File: src/rtl/double_shift_right_64bit.sv
// Registered 64-bit funnel right shifter: y = low word of ({a,b} >> sa).
// Five-level log shifter, big-endian bit numbering throughout.
module double_shift_right_64bit (
  input  logic        clk,
  input  logic        rst,
  input  logic        en,
  input  logic [0:31] a,
  input  logic [0:31] b,
  input  logic [0:4]  sa,
  output logic [0:31] y,
  output logic        y_valid
);

  logic [0:63] w_l0;
  logic [0:63] w_l1;
  logic [0:63] w_l2;
  logic [0:63] w_l3;
  logic [0:63] w_l4;
  logic [0:63] w_l5;
  logic [0:31] w_r;

  logic [0:31] r_y;
  logic        r_y_valid;

  // sa bit 0 is the MSB, so it drives the 16-bit stage.
  assign w_l0 = {a, b};
  assign w_l1 = sa[0] ? {16'd0, w_l0[0:47]} : w_l0;
  assign w_l2 = sa[1] ? {8'd0,  w_l1[0:55]} : w_l1;
  assign w_l3 = sa[2] ? {4'd0,  w_l2[0:59]} : w_l2;
  assign w_l4 = sa[3] ? {2'd0,  w_l3[0:61]} : w_l3;
  assign w_l5 = sa[4] ? {1'b0,  w_l4[0:62]} : w_l4;
  assign w_r  = w_l5[32:63];

  always_ff @(posedge clk) begin
    if (rst) begin
      r_y       <= '0;
      r_y_valid <= 1'b0;
    end else if (en) begin
      r_y       <= w_r;
      r_y_valid <= 1'b1;
    end else begin
      r_y_valid <= 1'b0;
    end
  end

  assign y       = r_y;
  assign y_valid = r_y_valid;

endmodule

File: config.mk
export PLATFORM = sky130hd
export DESIGN_NAME = double_shift_right_64bit
export DESIGN_NICKNAME = d
export VERILOG_FILES = /design/src/rtl/double_shift_right_64bit.sv
export SDC_FILE = /design/constraint.sdc
export NUM_CORES = 1
export LEC_CHECK = 0
export CAP_MARGIN = 20
export CORE_MARGIN = 2
export CORE_UTILIZATION = 25
export CTS_BUF_LIST = sky130_fd_sc_hd__clkbuf_8 sky130_fd_sc_hd__clkbuf_16
export CTS_CLUSTER_DIAMETER = 50
export DETAILED_ROUTE_END_ITERATION = 12
export REMOVE_ABC_BUFFERS = 1
export SYNTH_ARGS = -nofsm -noshare
export SYNTH_HDL_FRONTEND = slang
export SYNTH_SLANG_ARGS = --single-unit
File: constraint.sdc
create_clock -name clk -period 2.65 [get_ports clk]
set_input_delay 0.6625 -clock clk [delete_from_list [all_inputs] [get_ports clk]]
set_output_delay 0.6625 -clock clk [all_outputs]
set_load 0.01 [all_outputs]
Word-level counts from Yosys, hierarchy flattened:

Cells that the tools add are included.

* bits in registers: 33
* input port bits: 72
* output and inout bits: 33
* word-level logic and storage cells: 8

* multiplexer cells: 6

Operators with widths (number)
* 47-bit 2-to-1 mux: 1
* 39-bit 2-to-1 mux: 1
* 35-bit 2-to-1 mux: 1
* 33-bit 2-to-1 mux: 1
* 32-bit 2-to-1 mux: 1
* 1-bit 2-to-1 mux: 1

Logic depth before layout (Yosys ltp):

* depth after elaboration: 5
* depth in mapped cells: 8
* gate-level depth less buffers: 5

Least setup slack after synthesis:

No wires, ideal clock.

* kind: input port to flip-flop
* start point: in sa[1] (netlist bit)
* end point: reg r_y, in the netlist y[17]
* setup time: 0.122 ns
* arrival: 2.044 ns
* required time: 2.528 ns
* setup slack: 0.484 ns
* stages: 6
* buffers on the path: 1
* cells stage by stage: buf_6 -> mux4_1 -> mux2_2 -> nor2_2 -> a21oi_1 -> a221o_1

* longest elaborated chain between the ends: 4

Ends and longest elaborated chain
* start: declaration: RTL line 9 `input logic [0:4] sa,`
* 39-bit 2-to-1 mux: RTL line 28 `assign w_l2 = sa[1] ? {8'd0, w_l1[0:55]} : w_l1;`
* 35-bit 2-to-1 mux: RTL line 29 `assign w_l3 = sa[2] ? {4'd0, w_l2[0:59]} : w_l2;`
* 33-bit 2-to-1 mux: RTL line 30 `assign w_l4 = sa[3] ? {2'd0, w_l3[0:61]} : w_l3;`
* 32-bit 2-to-1 mux: RTL line 31 `assign w_l5 = sa[4] ? {1'b0, w_l4[0:62]} : w_l4;`
* end signal: assignment: RTL line 39 `r_y <= w_r;`
* end: declaration: RTL line 22 `logic [0:31] r_y;`

No other way between the ends.
A chain may end at the register's enable or synchronous reset.

Final worst setup path:

* start point: in a[29] (netlist bit)
* end point: reg r_y, in the netlist y[19]

* longest elaborated chain between the ends: 5

Ends and longest elaborated chain
* start: declaration: RTL line 7 `input logic [0:31] a,`
* 47-bit 2-to-1 mux: RTL line 27 `assign w_l1 = sa[0] ? {16'd0, w_l0[0:47]} : w_l0;`
* 39-bit 2-to-1 mux: RTL line 28
* 35-bit 2-to-1 mux: RTL line 29
* 33-bit 2-to-1 mux: RTL line 30
* 32-bit 2-to-1 mux: RTL line 31

No other way between the ends.

==> flow_summary.rst <==
.. list-table::
   :header-rows: 1

   * - Metric
     - Value
   * - Clock slew at the register clock pins of the worst setup and hold paths
     - ~0.050 ns
   * - Leakage dissipation
     - approximately 2.0 nW
   * - Data required time at the worst endpoint
     - 2.81 ns
   * - DR DRC count
     - 0
   * - Latest clock arrival within the worst-skew pair
     - roughly 0.28 ns
   * - Largest area contributor in the netlist
     - sky130_fd_sc_hd__dfxtp_1
   * - Overflow left after global routing
     - 0
   * - Critical Path Sink Type
     - flip-flop
   * - Initial antenna violation count
     - 0
   * - RSZ-0062 raised after global routing
     - false
   * - Sinks on the clock net
     - 33
   * - Post-route insts no fill
     - a little under 700
   * - First-pass DRT Iterations
     - 5
   * - Port Buffer Count
     - between 100 and 150
   * - Post-synthesis instance area
     - approximately 3700 µm²
   * - Number of I/O pins
     - between 100 and 150
   * - Share of async-settable or async-resettable flops after synthesis
     - 0
   * - Post-Route Utilization
     - 0.364
   * - Total wirelength of the detailed-routed design
     - ~13000 µm
   * - DP HPWL
     - 10500 µm
   * - Gate Count Post-Synth
     - between 300 and 400
   * - Dominant register cell in the synthesized netlist
     - sky130_fd_sc_hd__dfxtp_1
   * - Final number of hold-violating endpoints
     - 0
   * - Share of cell area taken by muxes after synthesis
     - 0.380
   * - Outcome
     - finished clean
   * - Final setup vio count
     - 0
   * - Total CTS buffers
     - 5
   * - Starting density of the core
     - 0.255
   * - Remaining max-slew budget at the tightest pin
     - 0.630
   * - Sequential cell area fraction in the yosys report
     - 0.180
   * - Clock Tree Buf Depth
     - 2
   * - Yosys warnings
     - 0
   * - Number of cells traversed by the worst register-to-register path
     - 2
   * - Syn Area/Cell
     - about 9.7 µm²
   * - Count of flip-flops with a built-in enable after synthesis
     - 0
   * - Register bit total from synthesis
     - 33
   * - GRT Total Usage
     - 0.163
   * - Global-route wire length before repair
     - between 20000 and 25000 µm
   * - Actual slew at the worst max-slew pin
     - about 0.55 ns
   * - Maximum number of pins on one net before global-route repair
     - 35
   * - Largest driver fanout on the critical path
     - 4
   * - Power density cells
     - a little over 400 nW/µm²
   * - Final Max Tran Viols
     - 0
   * - Hold path cells
     - 2
   * - Initial DRC Count
     - ~220
   * - # nets final
     - around 570
   * - Area of all sequential standard cells
     - 661 µm²
   * - Type of the tightest min-delay check
     - flip-flop to flip-flop
   * - Gpl congestion
     - 0.875
   * - Count of nets left with antenna violations after detail routing
     - 0
   * - Final Worst Setup Slack
     - about 0.21 ns
   * - Max frequency
     - between 400 and 500 MHz
   * - Adder and majority cell fraction of the synthesized area
     - 0
   * - Diode insertion count for antenna repair
     - 0
   * - Height of the die
     - about 130 µm
   * - Average via count per standard cell
     - around 5.5
   * - Wire per inst
     - 19.2 µm
   * - Standard-cell rows
     - 44
   * - Vias in the first global route
     - around 3700
   * - Post-synth top area share
     - 0.180
   * - Setup CP Type
     - input pin to flip-flop
   * - Post-placement cell count
     - between 600 and 700
   * - Total Power
     - ~2.1 mW
   * - Top post-synthesis cells by area
     - sky130_fd_sc_hd__dfxtp_1 18%, sky130_fd_sc_hd__mux4_2 16%, sky130_fd_sc_hd__mux2_2 11%
   * - Type of element launching the critical path
     - input pin
   * - H-Tree Level Count
     - 2
   * - Proportion of layout cells with a drive suffix above 1
     - 0.289
   * - Share of the synthesized area in compound gates (AO/OA/AOI/OAI)
     - 0.223
   * - Die span in x
     - around 130 µm
   * - Post-Synth Simple-Gate Area
     - 0.142
   * - Via total after detailed routing
     - ~3700
   * - Synthesized-area fraction occupied by xor and xnor cells
     - 0
   * - Worst clock skew
     - 0 ns
   * - Final-layout setup total negative slack
     - 0 ns
   * - Die area
     - roughly 16000 µm²
   * - CTS Hold Bufs
     - 0
   * - Fill cell count
     - between 1000 and 1500
   * - Worst slack at placement
     - -0.0851 ns
   * - Total of max-cap violations
     - 0
   * - Layout area overhead
     - 42.9%
   * - Combined area of the multi-input logic cells
     - about 2700 µm²
   * - Count of cell types in the netlist
     - approximately 50
   * - Total core area
     - about 14000 µm²
   * - Post-route fraction of the period consumed by the critical path
     - 0.919
   * - Min Tclk post-route
     - approximately 2.4 ns
   * - Cell at the root of the clock tree
     - sky130_fd_sc_hd__clkbuf_16
   * - CTS tree
     - yes
   * - VDD IR-drop max
     - about 0.32 mV
   * - Largest family of logic cells by synthesized area
     - multiplexers
   * - Data arrival, critical path
     - between 2 and 3 ns
-- timing repair --
item                                    4_1_cts  5_1_grt
endpoints found under the setup margin        0        1
setup buffers                                 0        0
resized for setup                             0        1
-- sequential cells by signal (all words and copies together) (netlist names) --
| signal | count |
|---|---|
| y_valid | 1 |
| y | 32 |
-- layout make-up --
cell class | instances | share of cell area
multi-input combinational | 301 | 0.521
timing repair buffer | 153 | 0.274
inverter | 3 | 0.00214
tap | 184 | 0.0438
clock buffer | 6 | 0.0264
clock inverter | 2 | 0.00643
sequential | 33 | 0.126
-- per-stage QoR --
step / hold slack [ns] / instance area (µm²)
after floorplan: 0.494 / 3410
after global placement: 0.466 / 5080
after detailed placement: 0.467 / 5080
after CTS: 0.479 / 5250
after global routing: 0.500 / 5250
final: 0.474 / 5250
-- cell usage after synthesis, types with 9 or more instances --
master and n:
sky130_fd_sc_hd__mux2_2 37, sky130_fd_sc_hd__buf_6 9, sky130_fd_sc_hd__a22oi_1 26, sky130_fd_sc_hd__mux2i_1 30, sky130_fd_sc_hd__clkbuf_1 17, sky130_fd_sc_hd__mux4_2 26
sky130_fd_sc_hd__nor2_1 24, sky130_fd_sc_hd__dfxtp_1 33, sky130_fd_sc_hd__or3b_2 11, sky130_fd_sc_hd__nand2_1 32, sky130_fd_sc_hd__o221ai_1 9, sky130_fd_sc_hd__a221oi_1 15
-- layout by cell type (no fill, tap or decap), drive strengths merged, types with 2 or more instances in the layout --
cell type,netlist,final
clkbuf,17,6
a32oi,3,3
and2,3,3
o21ai,8,8
mux4,29,29
mux2i,30,30
o22ai,6,6
or3b,11,11
o22a,2,2
nand3,2,2
inv,2,3
nor2,27,27
nor2b,6,6
a22oi,26,26
nor3,6,6
o21bai,5,5
mux2,38,38
dfxtp,33,33
a21oi,6,6
nor3b,5,5
a221o,4,4
nand2b,5,5
o221ai,9,9
a221oi,15,15
buf,25,53
a2bb2oi,2,2
o211ai,4,4
clkdlybuf4s50,0,100
nand2,33,33
a2111oi,5,5
-- cells by family (layout without fill, tap and decap cells) --
kind of cell,Yosys count,in the layout
compound gates,103,103
buf+inv,45,164
flops,33,33
mux,97,97
simple gates,101,101
-- power by group --
part	internal [mW]	switching, mW
clock	0.466	0.218
combinational	0.478	0.410
sequential	0.544	0.0249
-- worst paths after layout --
kind	slack, ns	to	start
max	0.21	y[19]	a[29]
min	0.47	y[0]	y[0]
max reg2reg	1.69	y[3]	y[3]
min reg2reg	0.47	y[0]	y[0]
-- worst max-delay path, cell delays in order --
cell	delay, ns
sky130_fd_sc_hd__clkdlybuf4s50_1	0.43
sky130_fd_sc_hd__buf_4	0.16
sky130_fd_sc_hd__mux4_2	0.48
sky130_fd_sc_hd__mux2i_1	0.31
sky130_fd_sc_hd__mux2i_1	0.18
sky130_fd_sc_hd__a221o_1	0.38
-- layer usage --
metal	wire length (µm)	global-route usage	up-vias
li1	-	-	1755
met1	5860	0.211	1847
met2	6280	0.280	126
met3	678	0.0304	14
met4	241	0.0399	0
met5	0	0	-
Note: power is estimated with default switching activity, not from simulation.
